**src/rtl/polar_pkg.sv**
```systemverilog
// Shared constants, LLR type and kernel helpers for the N=8 polar encoder / SC decoder.
package polar_pkg;

    localparam int unsigned N     = 8;
    localparam int unsigned SYM_W = 8;
    localparam int unsigned LLR_W = SYM_W + 3;

    typedef logic signed [LLR_W-1:0] llr_t;

    // Information positions per K, u1 in the MSB
    function automatic logic [N-1:0] info_mask(input int unsigned k);
        case (k)
            1:       return 8'b00000001;
            2:       return 8'b00000011;
            3:       return 8'b00000111;
            default: return 8'b00010111;
        endcase
    endfunction

    function automatic llr_t polar_f(input llr_t a, input llr_t b);
        llr_t abs_a;
        llr_t abs_b;
        llr_t mn;
        abs_a = a[LLR_W-1] ? -a : a;
        abs_b = b[LLR_W-1] ? -b : b;
        mn    = (abs_a < abs_b) ? abs_a : abs_b;
        return (a[LLR_W-1] ^ b[LLR_W-1]) ? -mn : mn;
    endfunction

    function automatic llr_t polar_g(input llr_t a, input llr_t b, input logic u);
        return u ? (b - a) : (b + a);
    endfunction

    // x_j collects every u_i whose index bits cover the bits of j
    function automatic logic [0:N-1] encode(input logic [0:N-1] u);
        logic [0:N-1] x;
        x = '0;
        for (int unsigned j = 0; j < N; j++) begin
            for (int unsigned i = 0; i < N; i++) begin
                if ((i & j) == j) begin
                    x[j] = x[j] ^ u[i];
                end
            end
        end
        return x;
    endfunction

endpackage

```
**src/rtl/polar_sc_codec_n8_if.sv**
```systemverilog
// Message-in / codeword-and-decision-out bundle of the polar link-test block.
interface polar_sc_codec_n8_if #(
    parameter int unsigned K    = 4,
    parameter int unsigned SIZE = 8
);
    logic              in_valid;
    logic [0:K-1]      info_i;
    logic              llr_ext_en;
    logic [8*SIZE-1:0] llr_ext_i;
    logic [0:7]        codeword_o;
    logic [8*SIZE-1:0] sym_o;
    logic [0:7]        u_hat_o;
    logic [0:K-1]      info_o;
    logic              out_valid;

    modport master (
        output in_valid, info_i, llr_ext_en, llr_ext_i,
        input  codeword_o, sym_o, u_hat_o, info_o, out_valid
    );

    modport slave (
        input  in_valid, info_i, llr_ext_en, llr_ext_i,
        output codeword_o, sym_o, u_hat_o, info_o, out_valid
    );
endinterface

```
**src/rtl/polar_sc_dec8.sv**
```systemverilog
// Combinational min-sum successive-cancellation decoder for one N=8 polar block.
module polar_sc_dec8
    import polar_pkg::*;
(
    input  llr_t         llr [N],
    input  logic [0:N-1] frozen,
    output logic [0:N-1] u_hat
);

    // Size-4 SC subtree: decide four leaves in order from four LLRs
    function automatic logic [0:3] dec4(input llr_t a0, input llr_t a1, input llr_t a2,
                                        input llr_t a3, input logic [0:3] frz);
        llr_t       b0, b1, c0, c1;
        logic [0:3] u;
        b0   = polar_f(a0, a2);
        b1   = polar_f(a1, a3);
        u[0] = !frz[0] && polar_f(b0, b1) < 0;
        u[1] = !frz[1] && polar_g(b0, b1, u[0]) < 0;
        c0   = polar_g(a0, a2, u[0] ^ u[1]);
        c1   = polar_g(a1, a3, u[1]);
        u[2] = !frz[2] && polar_f(c0, c1) < 0;
        u[3] = !frz[3] && polar_g(c0, c1, u[2]) < 0;
        return u;
    endfunction

    function automatic logic [0:3] enc4(input logic [0:3] u);
        return {u[0] ^ u[1] ^ u[2] ^ u[3], u[1] ^ u[3], u[2] ^ u[3], u[3]};
    endfunction

    llr_t       left  [4];
    llr_t       right [4];
    logic [0:3] u_l;
    logic [0:3] u_r;
    logic [0:3] ps;

    // Left half first, then right half using the left half's partial sums
    always_comb begin
        for (int i = 0; i < 4; i++) begin
            left[i] = polar_f(llr[i], llr[i+4]);
        end
        u_l = dec4(left[0], left[1], left[2], left[3], frozen[0:3]);
        ps  = enc4(u_l);
        for (int i = 0; i < 4; i++) begin
            right[i] = polar_g(llr[i], llr[i+4], ps[i]);
        end
        u_r   = dec4(right[0], right[1], right[2], right[3], frozen[4:7]);
        u_hat = {u_l, u_r};
    end

endmodule

```
**src/rtl/polar_sc_codec_n8.sv**
```systemverilog
// N=8 polar encode -> BPSK -> SC decode loopback pipeline, two register stages.
module polar_sc_codec_n8
    import polar_pkg::*;
#(
    parameter int unsigned K    = 4,
    parameter int unsigned SIZE = SYM_W,
    parameter int          AMP  = 1
) (
    input logic                clk,
    input logic                rst_n,
    polar_sc_codec_n8_if.slave bus
);

    localparam int unsigned     KW      = (K > 1) ? $clog2(K) : 1;
    localparam logic [N-1:0]    MASK    = info_mask(K);
    localparam logic [0:N-1]    FROZEN  = ~MASK;
    localparam logic [SIZE-1:0] SYM_POS = SIZE'(AMP);
    localparam logic [SIZE-1:0] SYM_NEG = SIZE'(-AMP);

    logic [0:N-1]      u_c, cw_c, uh_c;
    logic [N*SIZE-1:0] sym_c, llr_sel_c;
    logic [0:K-1]      info_c;
    llr_t              dec_llr [N];

    logic              v1_q, v2_q;
    logic [0:N-1]      cw1_q, cw2_q, uh2_q;
    logic [N*SIZE-1:0] sym1_q, sym2_q, llr1_q;
    logic [0:K-1]      info2_q;

    // Place message bits in ascending information positions, encode and map
    always_comb begin
        int unsigned cnt;
        u_c = '0;
        cnt = 0;
        for (int i = 0; i < N; i++) begin
            if (MASK[N-1-i] && cnt < K) begin
                u_c[i] = bus.info_i[KW'(cnt)];
                cnt    = cnt + 1;
            end
        end
        cw_c  = encode(u_c);
        sym_c = '0;
        for (int j = 0; j < N; j++) begin
            sym_c[(N-j)*SIZE-1 -: SIZE] = cw_c[j] ? SYM_NEG : SYM_POS;
        end
        llr_sel_c = bus.llr_ext_en ? bus.llr_ext_i : sym_c;
    end

    always_comb begin
        for (int j = 0; j < N; j++) begin
            dec_llr[j] = LLR_W'($signed(llr1_q[(N-j)*SIZE-1 -: SIZE]));
        end
    end

    polar_sc_dec8 u_dec (
        .llr    (dec_llr),
        .frozen (FROZEN),
        .u_hat  (uh_c)
    );

    always_comb begin
        int unsigned cnt;
        info_c = '0;
        cnt    = 0;
        for (int i = 0; i < N; i++) begin
            if (MASK[N-1-i] && cnt < K) begin
                info_c[KW'(cnt)] = uh_c[i];
                cnt              = cnt + 1;
            end
        end
    end

    // Stage 1 captures on in_valid, stage 2 captures when stage 1 holds new data
    always_ff @(posedge clk or negedge rst_n) begin
        if (!rst_n) begin
            v1_q    <= 1'b0;
            v2_q    <= 1'b0;
            cw1_q   <= '0;
            sym1_q  <= '0;
            llr1_q  <= '0;
            cw2_q   <= '0;
            sym2_q  <= '0;
            uh2_q   <= '0;
            info2_q <= '0;
        end else begin
            v1_q <= bus.in_valid;
            v2_q <= v1_q;
            if (bus.in_valid) begin
                cw1_q  <= cw_c;
                sym1_q <= sym_c;
                llr1_q <= llr_sel_c;
            end
            if (v1_q) begin
                cw2_q   <= cw1_q;
                sym2_q  <= sym1_q;
                uh2_q   <= uh_c;
                info2_q <= info_c;
            end
        end
    end

    assign bus.codeword_o = cw2_q;
    assign bus.sym_o      = sym2_q;
    assign bus.u_hat_o    = uh2_q;
    assign bus.info_o     = info2_q;
    assign bus.out_valid  = v2_q;

endmodule

```
**src/flat_wrapper.sv**
```systemverilog
// flat-port wrapper written by rule: the top's interface ports become plain ports
module polar_sc_codec_n8_flat import polar_pkg::*;
#(
    parameter int unsigned K    = 4,
    parameter int unsigned SIZE = SYM_W,
    parameter int          AMP  = 1
)
  (clk, rst_n, bus_in_valid, bus_info_i, bus_llr_ext_en, bus_llr_ext_i, bus_codeword_o, bus_sym_o, bus_u_hat_o, bus_info_o, bus_out_valid);
  polar_sc_codec_n8_if #(.K(K), .SIZE(SIZE)) bus_i ();
  input logic clk;
  input logic rst_n;
  input wire logic [$bits(bus_i.in_valid)-1:0] bus_in_valid;
  input wire logic [$bits(bus_i.info_i)-1:0] bus_info_i;
  input wire logic [$bits(bus_i.llr_ext_en)-1:0] bus_llr_ext_en;
  input wire logic [$bits(bus_i.llr_ext_i)-1:0] bus_llr_ext_i;
  output wire logic [$bits(bus_i.codeword_o)-1:0] bus_codeword_o;
  output wire logic [$bits(bus_i.sym_o)-1:0] bus_sym_o;
  output wire logic [$bits(bus_i.u_hat_o)-1:0] bus_u_hat_o;
  output wire logic [$bits(bus_i.info_o)-1:0] bus_info_o;
  output wire logic [$bits(bus_i.out_valid)-1:0] bus_out_valid;
  assign bus_i.in_valid = bus_in_valid;
  assign bus_i.info_i = bus_info_i;
  assign bus_i.llr_ext_en = bus_llr_ext_en;
  assign bus_i.llr_ext_i = bus_llr_ext_i;
  assign bus_codeword_o = bus_i.codeword_o;
  assign bus_sym_o = bus_i.sym_o;
  assign bus_u_hat_o = bus_i.u_hat_o;
  assign bus_info_o = bus_i.info_o;
  assign bus_out_valid = bus_i.out_valid;
  polar_sc_codec_n8 #(.K(K), .SIZE(SIZE), .AMP(AMP)) u_core (.clk(clk), .rst_n(rst_n), .bus(bus_i));
endmodule
```
**config.mk**
```make
export PLATFORM = sky130hd
export DESIGN_NAME = polar_sc_codec_n8_flat
export DESIGN_NICKNAME = d
export VERILOG_FILES = /design/src/rtl/polar_pkg.sv /design/src/rtl/polar_sc_codec_n8_if.sv /design/src/rtl/polar_sc_dec8.sv /design/src/rtl/polar_sc_codec_n8.sv /design/src/flat_wrapper.sv
export SDC_FILE = /design/constraint.sdc
export NUM_CORES = 1
export LEC_CHECK = 0
export CAP_MARGIN = 20
export CORE_ASPECT_RATIO = 1.1
export CORE_MARGIN = 4
export CORE_UTILIZATION = 61
export DETAILED_ROUTE_END_ITERATION = 7
export DONT_BUFFER_PORTS = 1
export PLACE_DENSITY_LB_ADDON = 0.15
export RECOVER_POWER = 50
export SLEW_MARGIN = 20
export SYNTH_ARGS = -nofsm -noshare
export SYNTH_HDL_FRONTEND = slang
export SYNTH_SLANG_ARGS = --single-unit
```
**constraint.sdc**
```tcl
create_clock -name clk -period 24.6 [get_ports clk]
set_input_delay 3.69 -clock clk [delete_from_list [all_inputs] [get_ports clk]]
set_output_delay 3.69 -clock clk [all_outputs]
set_load 0.01 [all_outputs]
```
==> impl_metrics.json, run 1 <==
{
  "outcome": "finished clean",
  "finalCriticalPeriod_ps": 23010,
  "fp.dieH_um": 177,
  "wl_um": 44700,
  "place_ws_ps": -78.2,
  "grt-busiest-layer": "met2",
  "cts_tree": "built",
  "htreeDepth": 3,
  "synthMuxAreaShare_pct": 6.74,
  "synth_cells": 2016,
  "synthXorXnorAreaFrac_pct": 13.9,
  "rows": 61,
  "synthSimpleGateAreaFrac_pct": 19.8,
  "synth_adder_area_share_pct": 16.9,
  "drc": 0,
  "synth_top_family_by_area": "compound AO/OA/AOI/OAI gates",
  "grt_pass1_vias": 13700,
  "numCtsBuffers": 9,
  "vias": 14211,
  "maxSlewViolCount": 0,
  "fp.dieW_um": 162,
  "finClkSkew_ps": 24.2,
  "clock_path_buffers": 2,
  "use_met2_pct": 52.5,
  "yosys-top-cells-count": "ha_1 (174), nor2_1 (163), xnor2_1 (150), inv_1 (139), nand2_1 (131)",
  "cp.required_ps": 24910,
  "crit_fanout": 23,
  "ys_async_sr_fraction_pct": 100,
  "place.gp.congestion": 0.952,
  "synth.distinct_cells": 100,
  "grtUsageMet3_pct": 2.88,
  "layout-drive-gt1-share_pct": 8.55,
  "grt_util_all_layers_pct": 30.6,
  "synth-edff-count": 0,
  "slew_headroom_pct": 11.7,
  "antenna_cells": 0,
  "start_kind": "flop",
  "r2r_cells": 117,
  "coreArea_um2": 25500,
  "endpoint_kind": "flop",
  "initial_core_util_pct": 62.4,
  "port_buffers": 0,
  "setup_tns_ps": 0,
  "drt_iter0_markers": 1183,
  "layout.nets": 2232,
  "timing_hold_violations_final": 0,
  "ys_dominant_reg_cell": "dfrtp_1",
  "use_met1_pct": 41.9,
  "critical_path.slowest_cell": "fa_1",
  "cpPeakStageDelay_ps": 530,
  "worst_pin_slew_ps": 1320,
  "clk_pin_slew_ps": 100,
  "cts_sinks": 88,
  "cpMostUsedCell": "o21ai_0",
  "boundaryPins": 157,
  "cap_violations": 0,
  "min_period_over_period_pct": 93.5,
  "grt_max_degree": 123,
  "yosysWarnings": 0,
  "nFillCells": 2266,
  "fmax_mhz": 43.5,
  "ant_nets": 0,
  "clock-root-buffer": "clkbuf_16",
  "holdCritPathClass": "flop to flop",
  "critical_path_arrival_ps": 23320,
  "synth_top_cell_by_area": "dfrtp_1",
  "dpl.hpwl_um": 35800,
  "wl_per_cell_um": 19.3,
  "synth_area_leaders": "dfrtp_1 (14%), ha_1 (14%), xnor2_1 (8.3%)",
  "die_area_um2": 28700,
  "synth_area_um2": 15900,
  "grt_pass1_wl_um": 71700,
  "crit_type": "flop to flop",
  "area_growth_pct": 4.15,
  "hold_depth": 1,
  "ys_ff_latch": 88,
  "gr-total-overflow": 0,
  "firstDrtPassIters": 5,
  "synth_top_area_share_pct": 13.8,
  "antenna_found_initial": 0,
  "syn_avg_cell_area_um2": 7.89,
  "yosysSeqAreaShare_pct": 13.8,
  "clk_latency_ps": 370,
  "synth_compound_area_share_pct": 20.3,
  "routed_via_density": 6.15,
  "setup_viol": 0,
  "fin_util_pct": 65.0,
  "synth_most_common_cell": "ha_1",
  "fin_ws_ps": 1590
}
## per-layer routing
metal	up-vias	wire length (µm)
met5	-	0
met4	0	902
met3	70	2320
met2	415	21400
met1	6774	20000
li1	6952	-
## stage by stage
step / hold WS, ps / cell area, µm² / instances
2_1_floorplan: 352 / 16000 / 2042
3_3_place_gp: 449 / 15800 / 2277
3_5_place_dp: 447 / 15800 / 2277
4_1_cts: 476 / 16100 / 2293
5_1_grt: 505 / 16600 / 2312
6_report: 471 / 16600 / 2312
## cell usage in the layout, fill, tap and decap left out, types with 17 or more instances in the layout
master | synthesis | routed
xnor2_1 | 150 | 142
nor2b_1 | 52 | 52
a21o_1 | 55 | 55
nand3_1 | 53 | 53
dfrtp_1 | 88 | 88
fa_1 | 25 | 25
mux2i_1 | 79 | 77
buf_4 | 72 | 43
a21oi_1 | 103 | 95
nor3_1 | 56 | 52
inv_1 | 139 | 138
nand2b_1 | 30 | 30
nand4_1 | 17 | 17
mux2_2 | 19 | 19
or3_1 | 24 | 24
o21ai_0 | 127 | 120
conb_1 | 2 | 28
nand2_1 | 131 | 130
ha_1 | 174 | 170
nor2_1 | 163 | 161
xor2_1 | 84 | 83
a311o_1 | 21 | 21
## final timing paths
| path | startpoint | endpoint | slack [ps] |
|---|---|---|---|
| hold reg to reg | u_core.sym1_q[56]$_DFFE_PN0P_ | u_core.sym1_q[56]$_DFFE_PN0P_ | 470 |
| hold / removal | u_core.sym1_q[56]$_DFFE_PN0P_ | u_core.sym1_q[56]$_DFFE_PN0P_ | 470 |
| setup / recovery | u_core.llr1_q[48]$_DFFE_PN0P_ | u_core.bus.u_hat_o[7]$_DFFE_PN0P_ | 1590 |
| setup reg to reg | u_core.llr1_q[48]$_DFFE_PN0P_ | u_core.bus.u_hat_o[7]$_DFFE_PN0P_ | 1590 |
| min in group asynchronous | rst_n | u_core.llr1_q[18]$_DFFE_PN0P_ | 3020 |
| max in group asynchronous | rst_n | u_core.llr1_q[28]$_DFFE_PN0P_ | 21440 |
## cells by family (layout without fill, tap and decap cells)
group / Yosys count / after routing
AOI/OAI and AO/OA: 475 / 475
xor gates and xnor gates: 243 / 243
adders and majority gates: 200 / 200
buffers and inverters: 281 / 205
DFF: 88 / 88
muxes: 102 / 102
other: 2 / 28
and+or+nand+nor: 625 / 625
## flip-flops by register name, summed over array words and instances, names as in the netlist
name	cells
u_core.bus.codeword_o	7
u_core.bus.out_valid	1
u_core.bus.sym_o	2
u_core.bus.u_hat_o	4
u_core.cw1_q	7
u_core.llr1_q	64
u_core.sym1_q	2
u_core.v1_q	1
## layout make-up
| type | count | area [µm²] | area share (%) |
|---|---|---|---|
| flip-flops and latches | 88 | 2200 | 13.3 |
| multi-input cells | 1673 | 12800 | 77.0 |
| clock inverters | 7 | 72.6 | 0.438 |
| well taps | 346 | 433 | 2.61 |
| repair buffers | 46 | 342 | 2.06 |
| inverters | 143 | 539 | 3.26 |
| clock buffers | 9 | 225 | 1.36 |
## critical path, delay by kind of cell, from the launching register on
| family | cells | cell delay, ps |
|---|---|---|
| AO/OA/AOI/OAI | 50 | 8520 |
| AND/OR/NAND/NOR | 31 | 4840 |
| adder cells (fa/ha/maj) | 13 | 4270 |
| XOR/XNOR | 10 | 2310 |
| buffers and inverters | 9 | 1370 |
| multiplexers | 4 | 1150 |
| flip-flops | 1 | 450 |
## repair_timing
item / CTS / global route
gates cloned: 0 / 0
setup buffers: 0 / 19
endpoints found under the setup margin: 1 / 1
pin swaps: 0 / 16
gates resized for setup: 1 / 60
hold buffers: 0 / 0
Power of run 1 is left out: the tool's default activity adds up to more than one toggle a clock period on the data nets, which glitch-free logic cannot reach.
==> run 2, diff against run 1 <==
- CORE_UTILIZATION: 61 -> 55
==> impl_metrics.json, run 2 (synthesis results as in run 1) <==
{
  "outcome": "finished clean",
  "rows": 65,
  "clk_pin_slew_ps": 70,
  "cp.depth": 117,
  "firstDrtPassIters": 5,
  "layout_commonest_cell": "ha_1",
  "place.gp.congestion": 0.964,
  "fin_area_um2": 16700,
  "timing_hold_violations_final": 0,
  "grt_pass1_wl_um": 70400,
  "layout-drive-gt1-share_pct": 8.77,
  "maxSlewViolCount": 0,
  "fmax_mhz": 43.4,
  "hold_depth": 1,
  "cpPeakStageDelay_ps": 570,
  "dpl_cell_area_um2": 15800,
  "numCtsBuffers": 9,
  "worst_pin_slew_ps": 1340,
  "finClkSkew_ps": 6.69,
  "dpl.hpwl_um": 35500,
  "finalCriticalPeriod_ps": 23070,
  "vias": 14142,
  "crit_type": "flop to flop",
  "cts_tree": "built",
  "final_cell_mix": "ha_1 (170), nor2_1 (163), xnor2_1 (144)",
  "layout.nets": 2238,
  "drc": 0,
  "gr-total-overflow": 0,
  "antenna_found_initial": 1,
  "nFillCells": 2710,
  "grt_max_degree": 123,
  "clock_path_buffers": 2,
  "min_period_over_period_pct": 93.8,
  "top_register": "u_core.llr1_q",
  "port_buffers": 0,
  "grt_pass1_vias": 13353,
  "start_kind": "flop",
  "grt_util_all_layers_pct": 27.0,
  "initial_core_util_pct": 55.6,
  "r2r_cells": 117,
  "antenna_cells": 0,
  "critical_path_buf_inv_count": 8,
  "slew_headroom_pct": 10.5,
  "area_growth_pct": 5.07,
  "largest_reg_flops": 64,
  "cts_sinks": 88,
  "fp.dieW_um": 170,
  "clock-root-buffer": "clkbuf_16",
  "critical_path.slowest_cell": "fa_1",
  "boundaryPins": 157,
  "endpoint_kind": "flop",
  "hold_slack_ps": 474,
  "wl_per_cell_um": 18.9,
  "ant_nets": 0,
  "fp.dieH_um": 186,
  "crit_fanout": 13,
  "holdCritPathClass": "flop to flop",
  "die_area_um2": 31700,
  "critical_path_arrival_ps": 23370,
  "drt_iter0_markers": 994,
  "clk_latency_ps": 360,
  "cts_hold_buffers": 0,
  "htreeDepth": 3,
  "cp.required_ps": 24900,
  "cap_violations": 0,
  "setup_viol": 0,
  "cp_top_family": "compound AO/OA/AOI/OAI gates",
  "routed_via_density": 6.04,
  "wl_um": 44100,
  "coreArea_um2": 28600
}
## run 2: path summary, 6_finish.rpt
path / start / to / slack (ps)
worst max-delay path: u_core.llr1_q[32]$_DFFE_PN0P_ / u_core.bus.u_hat_o[7]$_DFFE_PN0P_ / 1530
worst min-delay path: u_core.sym1_q[56]$_DFFE_PN0P_ / u_core.sym1_q[56]$_DFFE_PN0P_ / 470
worst max register to register: u_core.llr1_q[32]$_DFFE_PN0P_ / u_core.bus.u_hat_o[7]$_DFFE_PN0P_ / 1530
worst min register to register: u_core.sym1_q[56]$_DFFE_PN0P_ / u_core.sym1_q[56]$_DFFE_PN0P_ / 470
max in group asynchronous: rst_n / u_core.llr1_q[26]$_DFFE_PN0P_ / 21450
min in group asynchronous: rst_n / u_core.llr1_q[16]$_DFFE_PN0P_ / 3020
## run 2: layout make-up
class,instances,area (µm²),area share (%)
multi-input combinational,1673,12800,76.4
sequential,88,2200,13.2
inverter,143,537,3.21
tap,368,460,2.75
timing repair buffer,52,395,2.37
clock buffer,9,225,1.35
clock inverter,7,126,0.756
## run 2: per-layer routing
layer / vias up / track usage, % / routed length, µm
li1: 6960 / - / -
met1: 6693 / 36.4 / 19800
met2: 402 / 45.2 / 20900
met3: 87 / 3.52 / 2130
met4: 0 / 7.99 / 1290
met5: - / 0 / 0
## run 2: what timing repair did
action | 4_1_cts | 5_1_grt
setup buffers | 1 | 26
endpoints found under the hold margin | 0 | 0
endpoints found under the setup margin | 1 | 1
gates resized for setup | 8 | 53
pin swaps | 1 | 15
## run 2: through the flow
| stage | instances | worst slack (ps) | TNS (ps) | utilization (%) |
|---|---|---|---|---|
| 2_1_floorplan | 2042 | 1750 | 0 | - |
| 3_3_place_gp | 2297 | 59.8 | 0 | 55.3 |
| 3_5_place_dp | 2297 | -457 | -457 | 55.3 |
| 4_1_cts | 2314 | 56.8 | 0 | 56.8 |
| 5_1_grt | 2340 | -155 | -155 | 58.4 |
| 6_report | 2340 | 1530 | 0 | 58.4 |
Power of run 2 is left out for the same reason.
==> run 3, diff against run 2 <==
- CELL_PAD_IN_SITES_DETAIL_PLACEMENT: unset -> 0
- CELL_PAD_IN_SITES_GLOBAL_PLACEMENT: unset -> 2
- CORE_UTILIZATION: 55 -> 36
==> impl_metrics.json, run 3 (synthesis results as in run 1) <==
{
  "dpl.hpwl_um": 41600,
  "slew_headroom_pct": -2.49,
  "layout_commonest_cell": "ha_1",
  "grt_util_all_layers_pct": 20.6,
  "dpl_cell_area_um2": 16200,
  "critical_path_arrival_ps": 23120,
  "cp.required_ps": 24910,
  "routed_via_density": 5.46,
  "start_kind": "flop",
  "critical_path.slowest_cell": "or4_4",
  "die_area_um2": 47600,
  "initial_core_util_pct": 36.5,
  "finClkSkew_ps": 12.1,
  "fp.dieW_um": 208,
  "boundaryPins": 157,
  "worst_pin_slew_ps": 1540,
  "fp.dieH_um": 228,
  "fmax_mhz": 43.8,
  "vias": 13928,
  "area_growth_pct": 6.09,
  "layout.nets": 2244,
  "htreeDepth": 3,
  "holdCritPathClass": "flop to flop",
  "violations": "max-capacitance violations, max-slew violations",
  "final_cell_mix": "ha_1 (169), nor2_1 (162), xnor2_1 (144)",
  "clk_latency_ps": 380,
  "grt_max_degree": 123,
  "place.gp.congestion": 0.875,
  "crit_fanout": 13,
  "largest_reg_flops": 64,
  "grt_pass1_wl_um": 79000,
  "port_buffers": 0,
  "fin_area_um2": 16900,
  "clock-root-buffer": "clkbuf_16",
  "drc": 0,
  "numCtsBuffers": 9,
  "setup_viol": 0,
  "ant_nets": 0,
  "cap_violations": 1,
  "wl_um": 50800,
  "nFillCells": 4600,
  "crit_type": "flop to flop",
  "clk_pin_slew_ps": 70,
  "outcome": "finished with violations",
  "clock_path_buffers": 2,
  "antenna_cells": 0,
  "antenna_found_initial": 1,
  "cts_hold_buffers": 0,
  "cts_tree": "built",
  "cts_sinks": 88,
  "fin_util_pct": 38.8,
  "rows": 80,
  "wl_per_cell_um": 19.9,
  "timing_hold_violations_final": 0,
  "endpoint_kind": "flop",
  "coreArea_um2": 43500,
  "cpPeakStageDelay_ps": 590,
  "min_period_over_period_pct": 92.7,
  "layout-drive-gt1-share_pct": 8.90,
  "finalNonFillerCells": 2552,
  "maxSlewViolCount": 33,
  "top_register": "u_core.llr1_q",
  "firstDrtPassIters": 5,
  "grt_pass1_vias": 13417,
  "finalCriticalPeriod_ps": 22810,
  "drt_iter0_markers": 748,
  "gr-total-overflow": 0,
  "placedCellCount": 2515
}
[run 3: path summary, 6_finish.rpt]
check	start	endpoint	slack (ps)	cells past startpoint
setup / recovery	u_core.llr1_q[4]$_DFFE_PN0P_	u_core.bus.u_hat_o[7]$_DFFE_PN0P_	1790	115
min in group asynchronous	rst_n	u_core.bus.u_hat_o[7]$_DFFE_PN0P_	3010	0
max in group asynchronous	rst_n	u_core.llr1_q[1]$_DFFE_PN0P_	21340	0
setup reg to reg	u_core.llr1_q[4]$_DFFE_PN0P_	u_core.bus.u_hat_o[7]$_DFFE_PN0P_	1790	115
hold reg to reg	u_core.sym1_q[56]$_DFFE_PN0P_	u_core.sym1_q[56]$_DFFE_PN0P_	470	1
hold / removal	u_core.sym1_q[56]$_DFFE_PN0P_	u_core.sym1_q[56]$_DFFE_PN0P_	470	1
[run 3: final cells by class]
cell class / instances / area [µm²] / share of cell area, %
timing repair buffer: 58 / 435 / 2.58
clock inverter: 7 / 53.8 / 0.319
clock buffer: 9 / 225 / 1.33
tap: 574 / 718 / 4.26
sequential: 88 / 2200 / 13.0
multi-input combinational: 1673 / 12700 / 75.3
inverter: 143 / 539 / 3.20
[run 3: metal layers]
layer  vias to the layer above  track usage, %  part of all wire, %
li1                       6981               -                    -
met1                      6695            28.5                   48
met5                         -               0                    0
met3                        41            1.35                  2.0
met2                       211            35.1                   48
met4                         0            5.60                  2.3
[run 3: worst max-delay path: cells and delay by family (launching register included)]
kind / cells / cell delay, ps
AO/OA/AOI/OAI: 48 / 8340
AND/OR/NAND/NOR: 32 / 6080
adder cells (fa/ha/maj): 12 / 3920
XOR/XNOR: 11 / 2110
buffers and inverters: 9 / 1150
multiplexers: 3 / 630
flip-flops: 1 / 430
[run 3: what timing repair did]
action,CTS,global route
pin swaps,0,11
setup endpoints to repair,1,1
gates resized for setup,2,51
setup buffers,0,21
hold endpoints to repair,0,0
[run 3: through the flow]
stage | hold WS, ps | worst slack, ps | TNS [ps]
floorplan | 352 | 1750 | 0
global placement | 445 | 404 | 0
detailed placement | 449 | -155 | -155
CTS | 476 | 17.7 | 0
global route | 497 | -120 | -120
finish | 474 | 1790 | 0
Power of run 3 is left out for the same reason.
